File: src/rtl/cla_pipe_addsub.sv
// Pipelined carry-lookahead adder/subtractor.
// Rank 0 captures the conditioned operands; rank k+1 holds the beat after
// slice k has been added, so rank STAGES is the output register and the
// latency from acceptance to out_valid is STAGES cycles.
module cla_pipe_addsub #(
  parameter int unsigned WIDTH  = 32,
  parameter int unsigned STAGES = 2
) (
  input  logic             clk,
  input  logic             rst,
  input  logic             in_valid,
  output logic             in_ready,
  input  logic [WIDTH-1:0] din1,
  input  logic [WIDTH-1:0] din2,
  input  logic             carry_in,
  input  logic             sub,
  output logic             out_valid,
  input  logic             out_ready,
  output logic [WIDTH-1:0] dout,
  output logic             carry_out,
  output logic             overflow,
  output logic             zero,
  output logic             negative
);

  localparam int unsigned SLICE = WIDTH / STAGES;

  // One slice: 4-bit lookahead groups, rippling between groups.
  // Returns {carry out, carry into slice MSB, sum}.
  function automatic logic [SLICE+1:0] slice_add(
    input logic [SLICE-1:0] a,
    input logic [SLICE-1:0] b,
    input logic             cin
  );
    logic [SLICE-1:0] g, p, s;
    logic [SLICE:0]   c;
    int unsigned      j;
    g    = a & b;
    p    = a | b;
    c    = '0;
    c[0] = cin;
    for (int unsigned grp = 0; grp < SLICE / 4; grp++) begin
      j = grp * 4;
      c[j+1] = g[j] | (p[j] & c[j]);
      c[j+2] = g[j+1] | (p[j+1] & g[j]) | (p[j+1] & p[j] & c[j]);
      c[j+3] = g[j+2] | (p[j+2] & g[j+1]) | (p[j+2] & p[j+1] & g[j])
             | (p[j+2] & p[j+1] & p[j] & c[j]);
      c[j+4] = g[j+3] | (p[j+3] & g[j+2]) | (p[j+3] & p[j+2] & g[j+1])
             | (p[j+3] & p[j+2] & p[j+1] & g[j])
             | (p[j+3] & p[j+2] & p[j+1] & p[j] & c[j]);
    end
    s = a ^ b ^ c[SLICE-1:0];
    return {c[SLICE], c[SLICE-1], s};
  endfunction

  logic [STAGES:0]   v_q;
  logic [STAGES:0]   c_q;
  logic [WIDTH-1:0]  a_q [STAGES];
  logic [WIDTH-1:0]  b_q [STAGES];
  logic [WIDTH-1:0]  r_q [STAGES+1];
  logic [WIDTH-1:0]  r_nxt [STAGES];
  logic [STAGES-1:0] c_nxt;
  logic              cmsb_last;
  logic [SLICE+1:0]  res;
  logic              ovf_q, zero_q, neg_q;
  logic              adv;

  assign adv       = !v_q[STAGES] || out_ready;
  assign in_ready  = adv;
  assign out_valid = v_q[STAGES];
  assign dout      = r_q[STAGES];
  assign carry_out = c_q[STAGES];
  assign overflow  = ovf_q;
  assign zero      = zero_q;
  assign negative  = neg_q;

  // Each stage adds its own slice and merges it into the skewed result word.
  always_comb begin
    cmsb_last = 1'b0;
    res       = '0;
    c_nxt     = '0;
    for (int unsigned k = 0; k < STAGES; k++) begin
      res = slice_add(a_q[k][k*SLICE +: SLICE], b_q[k][k*SLICE +: SLICE], c_q[k]);
      r_nxt[k] = r_q[k];
      r_nxt[k][k*SLICE +: SLICE] = res[SLICE-1:0];
      c_nxt[k] = res[SLICE+1];
      if (k == STAGES - 1) cmsb_last = res[SLICE];
    end
  end

  // Pipeline ranks: shift everything together when the output can advance.
  always_ff @(posedge clk) begin
    if (rst) begin
      v_q    <= '0;
      c_q    <= '0;
      ovf_q  <= 1'b0;
      zero_q <= 1'b0;
      neg_q  <= 1'b0;
      for (int unsigned k = 0; k < STAGES; k++) begin
        a_q[k] <= '0;
        b_q[k] <= '0;
      end
      for (int unsigned k = 0; k <= STAGES; k++) r_q[k] <= '0;
    end else if (adv) begin
      v_q    <= {v_q[STAGES-1:0], in_valid};
      a_q[0] <= din1;
      b_q[0] <= din2 ^ {WIDTH{sub}};
      c_q[0] <= carry_in ^ sub;
      // A freshly accepted beat has no result bits yet.
      r_q[0] <= '0;
      for (int unsigned k = 1; k < STAGES; k++) begin
        a_q[k] <= a_q[k-1];
        b_q[k] <= b_q[k-1];
      end
      for (int unsigned k = 0; k < STAGES; k++) begin
        r_q[k+1] <= r_nxt[k];
        c_q[k+1] <= c_nxt[k];
      end
      ovf_q  <= cmsb_last ^ c_nxt[STAGES-1];
      zero_q <= ~|r_nxt[STAGES-1];
      neg_q  <= r_nxt[STAGES-1][WIDTH-1];
    end
  end

endmodule

File: config.mk
export PLATFORM = sky130hd
export DESIGN_NAME = cla_pipe_addsub
export DESIGN_NICKNAME = d
export VERILOG_FILES = /design/src/rtl/cla_pipe_addsub.sv
export SDC_FILE = /design/constraint.sdc
export NUM_CORES = 1
export LEC_CHECK = 0
export CAP_MARGIN = 20
export CORE_ASPECT_RATIO = 2
export CORE_MARGIN = 2
export CORE_UTILIZATION = 25
export CTS_CLUSTER_SIZE = 28
export DETAILED_ROUTE_END_ITERATION = 12
export PLACE_DENSITY = 0.55
export REMOVE_ABC_BUFFERS = 1
export SLEW_MARGIN = 20
export SYNTH_ARGS = -nofsm -noshare
export SYNTH_HDL_FRONTEND = slang
export SYNTH_SLANG_ARGS = --single-unit
File: constraint.sdc
create_clock -name clk -period 4.8 [get_ports clk]
set_input_delay 0.96 -clock clk [delete_from_list [all_inputs] [get_ports clk]]
set_output_delay 0.96 -clock clk [all_outputs]
set_load 0.01 [all_outputs]
==> flow_summary.toml, run 1 <==
[drt]
via_per_inst = 4.039
drt_wl_total_um = 17570
ant_nets = 0
drt_iter0_drc = 193
num_vias = 4871
wl_per_cell_um = 14.57
drc = 0
drt_pre_antenna_iters = 4

[critical_path]
cp-start-kind = "register"
slowest_delay_ns = 0.48
cp_cell_sequence = "inv_1 > ha_1 > nand2b_1 > a21oi_1 > nor2_1 > a311oi_1 > or2_2 > fa_1 > nor4_1 > nand4_1 > nor4_1 > nand4_1 > o21ai_1"
crit-reg2reg-launch = "a_q[0][54]$_SDFFCE_PN0P_"
r2r_end = "zero$_SDFFE_PP0P_"
crit_fanout = 4
crit_type = "register to register"
crit_slowest_cell = "a311oi_1"
crit_buf_inv = 1
arrival_ns = 3.97
cp_data_required_time_ns = 5.17
critPathTopFamily = "simple AND/OR/NAND/NOR gates"
worstRegToRegCells = 13
endpoint_kind = "register"
r2r_slack_ns = 1.19

[logic_synthesis]
synth_warnings = 0
synth_edf_count = 144
avgSynthCellArea_um2 = 12.07
synth.largest_area_cell = "edfxtp_1"
synth-async-reset-ratio = 0
synth_area_leaders = "edfxtp_1, ha_1, and2_1"
synth_area_um2 = 7956
netlist.area_leader.share = 0.5435
synth.ff_latch_count = 153
ys_types = 53
yosysSeqAreaShare = 0.5661
synth_ff_type = "edfxtp_1"
synth_cells = 659

[floorplanning]
coreArea_um2 = 31430
placementRows = 92
ioPinCount = 108
dieHeight_um = 256.3
die_area_um2 = 33350
die_w_um = 130.1
start_util = 0.2532

[cells_and_area]
diodes = 0
area_growth_pct = 27.87
final_area_um2 = 10170
drive_gt1_frac = 0.06769
layout_commonest_cell = "edfxtp_1"
final_nets = 912
fill_cells = 3152
layout_common_cells = "edfxtp_1, clkdlybuf4s50_1, and2_1"

[place]
place_area_um2 = 9542
io_buffers = 107
gp_congestion = 0.7713
dp_hpwl_um = 13280
pre_cts_slack_ns = 1.239

[timing]
setup_ws_ns = 1.193
slew_viol_final = 0
maxSlewHeadroom = 0.5417
hold_viol = 0
fin_setup_tns_ns = 0
rsz0062_at_grt = "false"
max_freq_mhz = 277.3
worstMarginPinSlew_ns = 0.6859
min_period_ns = 3.607
fin_crit_sh = 0.7514
setup_violations = 0
worst_clock_skew_ns = 0.009211

[power_and_ir_drop]
powerDensity_nw_per_um2 = 347.0
p_leak_nw = 4.086
ir_worst_vdd_mv = 0.2626
p_total_mw = 3.530

[job]
drv_cap = 0

[status]
outcome = "finished clean"

[min_path]
worstHoldEndpoint = "v_q[0]$_SDFFE_PP0P_"
hold_depth = 2
min_path_type = "register to register"
hp-start = "v_q[0]$_SDFFE_PP0P_"

[clock_tree]
cts.clk_slew.worst_paths_ns = 0.06
clockBufferDepth = 2
cts_resized = 0
cts_setup_buffers = 0
htree_levels = 4
root_buffer = "clkbuf_16"
ctsHoldBuffers = 0
numCtsBuffers = 17
clkSinkCount = 153
tritoncts = "yes"
clock_latency_ns = 0.43

[global_route]
grtUsageTotal = 0.1114
grt-ovfl-total = 0
antenna_found_initial = 0
grt_max_degree = 61
grt_pass1_vias = 5055
grt_pass1_wl_um = 26830
[synthesized netlist by cell type, types with 2 or more instances]
cell type	n
a21o_1	2
a21oi_1	13
a311oi_1	2
and2_1	87
buf_1	4
buf_2	3
clkbuf_1	14
dfxtp_1	9
edfxtp_1	144
fa_1	8
ha_1	64
inv_1	81
nand2_1	10
nand2b_1	5
nand3_1	4
nand4_1	3
nor2_1	83
nor2b_1	8
nor3_1	2
nor4_1	5
o211ai_2	2
o21ai_0	6
o21ai_1	3
o21ai_2	2
o21bai_1	8
o41ai_2	2
or2_2	2
or3_1	2
or4_1	2
xnor2_1	42
xor2_1	15
[where the power goes]
group	internal, mW	switching [mW]	leakage (nW)
sequential	1.58	0.0554	1.76
clock	0.918	0.527	0.300
combinational	0.230	0.217	2.02
total	2.73	0.800	4.09
[state kept, by name, summed over array words and instances (netlist names)]
| register | flops |
|---|---|
| zero | 1 |
| v_q | 3 |
| a_q | 48 |
| overflow | 1 |
| negative | 1 |
| b_q | 48 |
| r_q | 48 |
| c_q | 3 |
[final cells by class]
class / count / area, µm² / area share
clock buffer: 19 / 432.9 / 0.04255
multi-input combinational: 403 / 3072 / 0.3019
sequential: 153 / 4504 / 0.4428
tap: 423 / 529.3 / 0.05202
inverter: 82 / 312.8 / 0.03075
clock inverter: 13 / 198.9 / 0.01955
timing repair buffer: 113 / 1124 / 0.1104
[worst reg2reg max path, stage by stage, from the launching register on]
cell and delay, ns:
edfxtp_1 0.35, inv_1 0.05, ha_1 0.23, nand2b_1 0.16
a21oi_1 0.38, nor2_1 0.13, a311oi_1 0.48, or2_2 0.20
fa_1 0.46, nor4_1 0.29, nand4_1 0.12, nor4_1 0.44
nand4_1 0.15, o21ai_1 0.12
[worst max path at each step]
stage | start | end | slack (ns) | cells past startpoint
2_1_floorplan | out_ready | a_q[0][0]$_SDFFCE_PN0P_ | 0.19 | 4
3_3_place_gp | a_q[0][48]$_SDFFCE_PN0P_ | zero$_SDFFE_PP0P_ | 1.26 | 13
3_5_place_dp | a_q[0][48]$_SDFFCE_PN0P_ | zero$_SDFFE_PP0P_ | 1.24 | 13
4_1_cts | a_q[0][48]$_SDFFCE_PN0P_ | zero$_SDFFE_PP0P_ | 1.22 | 13
5_1_grt | a_q[0][52]$_SDFFCE_PN0P_ | zero$_SDFFE_PP0P_ | 1.05 | 11
6_report | a_q[0][54]$_SDFFCE_PN0P_ | zero$_SDFFE_PP0P_ | 1.19 | 13
[logic make-up (layout without fill, tap and decap cells)]
kind of cell             Yosys count  after routing  share of synthesized area
AND/OR/NAND/NOR                  222            222                     0.1477
AO/OA/AOI/OAI                     51             51                    0.05237
buffers and inverters            103            227                    0.04906
adder cells (fa/ha/maj)           72             72                     0.1208
multiplexers                       1              1                   0.001258
flip-flops                       153            153                     0.5661
XOR/XNOR                          57             57                    0.06275
[per-layer routing]
layer  vias up  GRT usage  part of all wire
li1       2403          -                 -
met1      2330     0.1065              0.35
met2       110     0.2118              0.58
met3        28    0.02712             0.040
met4         0    0.05824             0.038
met5         -          0                 0
[through the flow]
stage | hold WS [ns] | cells | utilization
after floorplan | 0.4260 | 638 | -
after global placement | 0.4400 | 1174 | 0.3036
after detailed placement | 0.4524 | 1174 | 0.3036
after CTS | 0.4620 | 1206 | 0.3237
after global routing | 0.4693 | 1206 | 0.3237
final | 0.4613 | 1206 | 0.3237
Power figures use the tool's default switching activity.
==> inputs of run 2 (changes only) <==
- PLACE_DENSITY: 0.55 -> 0.54
- clock period: 4.8 -> 3.34 ns (I/O delays scaled with it)
==> flow_summary.toml, run 2 (synthesized netlist as in run 1, its figures left out) <==
[clock_tree]
root_buffer = "clkbuf_16"
clockBufferDepth = 2
numCtsBuffers = 17
ctsHoldBuffers = 0
clock_latency_ns = 0.44
htree_levels = 4
tritoncts = "yes"
cts.clk_slew.worst_paths_ns = 0.06
clkSinkCount = 153

[critical_path]
r2r_slack_ns = 0.14
endpoint_kind = "register"
crit_type = "register to register"
cp_data_required_time_ns = 3.70
crit-reg2reg-launch = "b_q[0][52]$_SDFFCE_PN0P_"
arrival_ns = 3.56
cp-start-kind = "register"
worstRegToRegCells = 11
crit_fanout = 4
r2r_end = "zero$_SDFFE_PP0P_"

[global_route]
grt_max_degree = 50
grtUsageMet3 = 0.02608
grt_pass1_wl_um = 26890
grt_pass1_vias = 5020
grtUsageMet2 = 0.2244
grtUsageTotal = 0.1127
grt-ovfl-total = 0
antenna_found_initial = 0
grt.busiest_layer = "met2"
grtUsageMet1 = 0.09902

[power_and_ir_drop]
share_comb_of_total_power = 0.136
clkPwrFrac = 0.384
pwr-share-seq = 0.480
powerDensity_nw_per_um2 = 479.1
p_sw_frac = 0.2355
ir_worst_vdd_mv = 0.3672
switchingPower_mw = 1.153
p_leak_nw = 4.111
p_int_mw = 3.741

[job]
drv_cap = 0

[floorplanning]
start_util = 0.2532
die_area_um2 = 33350
ioPinCount = 108
die_w_um = 130.1
placementRows = 92
dieHeight_um = 256.3
coreArea_um2 = 31430

[timing]
worstMarginPinSlew_ns = 0.6799
hold_viol = 0
setup_violations = 0
maxSlewHeadroom = 0.5425
fin_setup_tns_ns = 0
max_freq_mhz = 312.9
slew_viol_final = 0
min_period_ns = 3.196
fin_crit_sh = 0.9569
worst_clock_skew_ns = 0.01151

[cells_and_area]
layout_common_cells = "edfxtp_1, clkdlybuf4s50_1, and2_1"
fin_util = 0.3250
ff_latch_area_um2 = 4504
area_growth_pct = 28.37
diodes = 0
fill_cells = 3154
reg_top3 = "a_q x48, b_q x48, r_q x48"
final_nets = 919
layout_commonest_cell = "edfxtp_1"
multi_input_area_um2 = 3098
drive_gt1_frac = 0.08101

[min_path]
min_path_type = "register to register"
hold_depth = 2
worstHoldEndpoint = "v_q[0]$_SDFFE_PP0P_"
hp-start = "v_q[0]$_SDFFE_PP0P_"

[place]
gp_congestion = 0.9123
dp_hpwl_um = 13560
io_buffers = 107

[status]
outcome = "finished clean"

[drt]
drt_iter0_drc = 192
drt_wl_total_um = 17830
drc = 0
via_per_inst = 4.031
num_vias = 4889
drt_pre_antenna_iters = 4
wl_per_cell_um = 14.70
ant_nets = 0
==> run 2: critical path, stage by stage (launching register included) <==
cell	delay, ns
edfxtp_1	0.43
ha_1	0.23
or3_1	0.41
o211ai_2	0.29
a311oi_2	0.17
or2_2	0.31
fa_1	0.47
nor4_2	0.28
nand4_1	0.13
nor4_2	0.15
nand4_1	0.13
o21ai_1	0.13
==> run 2: layout make-up <==
type / count / area share
clock buffer: 22 / 0.04545
tap: 423 / 0.05182
timing repair buffer: 120 / 0.1176
multi-input combinational: 403 / 0.3033
inverter: 82 / 0.03063
clock inverter: 10 / 0.01017
sequential: 153 / 0.4410
==> run 2: worst max-delay path by stage <==
stage | startpoint | end | slack, ns | cells after the start
2_1_floorplan | out_ready | a_q[0][0]$_SDFFCE_PN0P_ | -0.98 | 4
3_3_place_gp | a_q[0][48]$_SDFFCE_PN0P_ | zero$_SDFFE_PP0P_ | 0.12 | 13
3_5_place_dp | a_q[0][48]$_SDFFCE_PN0P_ | zero$_SDFFE_PP0P_ | 0.03 | 13
4_1_cts | a_q[0][48]$_SDFFCE_PN0P_ | zero$_SDFFE_PP0P_ | 0.009 | 13
5_1_grt | b_q[0][52]$_SDFFCE_PN0P_ | zero$_SDFFE_PP0P_ | -0.05 | 11
6_report | b_q[0][52]$_SDFFCE_PN0P_ | zero$_SDFFE_PP0P_ | 0.14 | 11
==> run 2: timing repair <==
item | 4_1_cts | 5_1_grt
endpoints found under the setup margin | 0 | 1
buffers inserted | 0 | 2
gates resized for setup | 0 | 4
endpoints found under the hold margin | 0 | 0
==> run 2: power groups by stage <==
stage / sequential, mW / combinational (mW) / clock, mW
after floorplan: 2.39 / 0.342 / 0
after global placement: 2.39 / 0.667 / 0
after detailed placement: 2.39 / 0.677 / 0
after CTS: 2.35 / 0.680 / 1.95
after global routing: 2.37 / 0.741 / 2.01
final: 2.35 / 0.667 / 1.88
==> run 2: per-stage QoR <==
stage	power (mW)	instances	setup WS [ns]	hold WS [ns]	cell area [µm²]
2_1_floorplan	2.727	638	-0.9828	0.4260	7874
3_3_place_gp	3.056	1179	0.1156	0.4401	9604
3_5_place_dp	3.068	1179	0.03379	0.4422	9604
4_1_cts	4.978	1211	0.008547	0.4525	10170
5_1_grt	5.117	1213	-0.04730	0.4707	10210
6_report	4.894	1213	0.1440	0.4518	10210
==> run 2: per-layer routing <==
metal / vias to the layer above / wire (µm)
met5: - / 0
met2: 98 / 10800
li1: 2418 / -
met4: 0 / 594
met1: 2345 / 5845
met3: 28 / 588
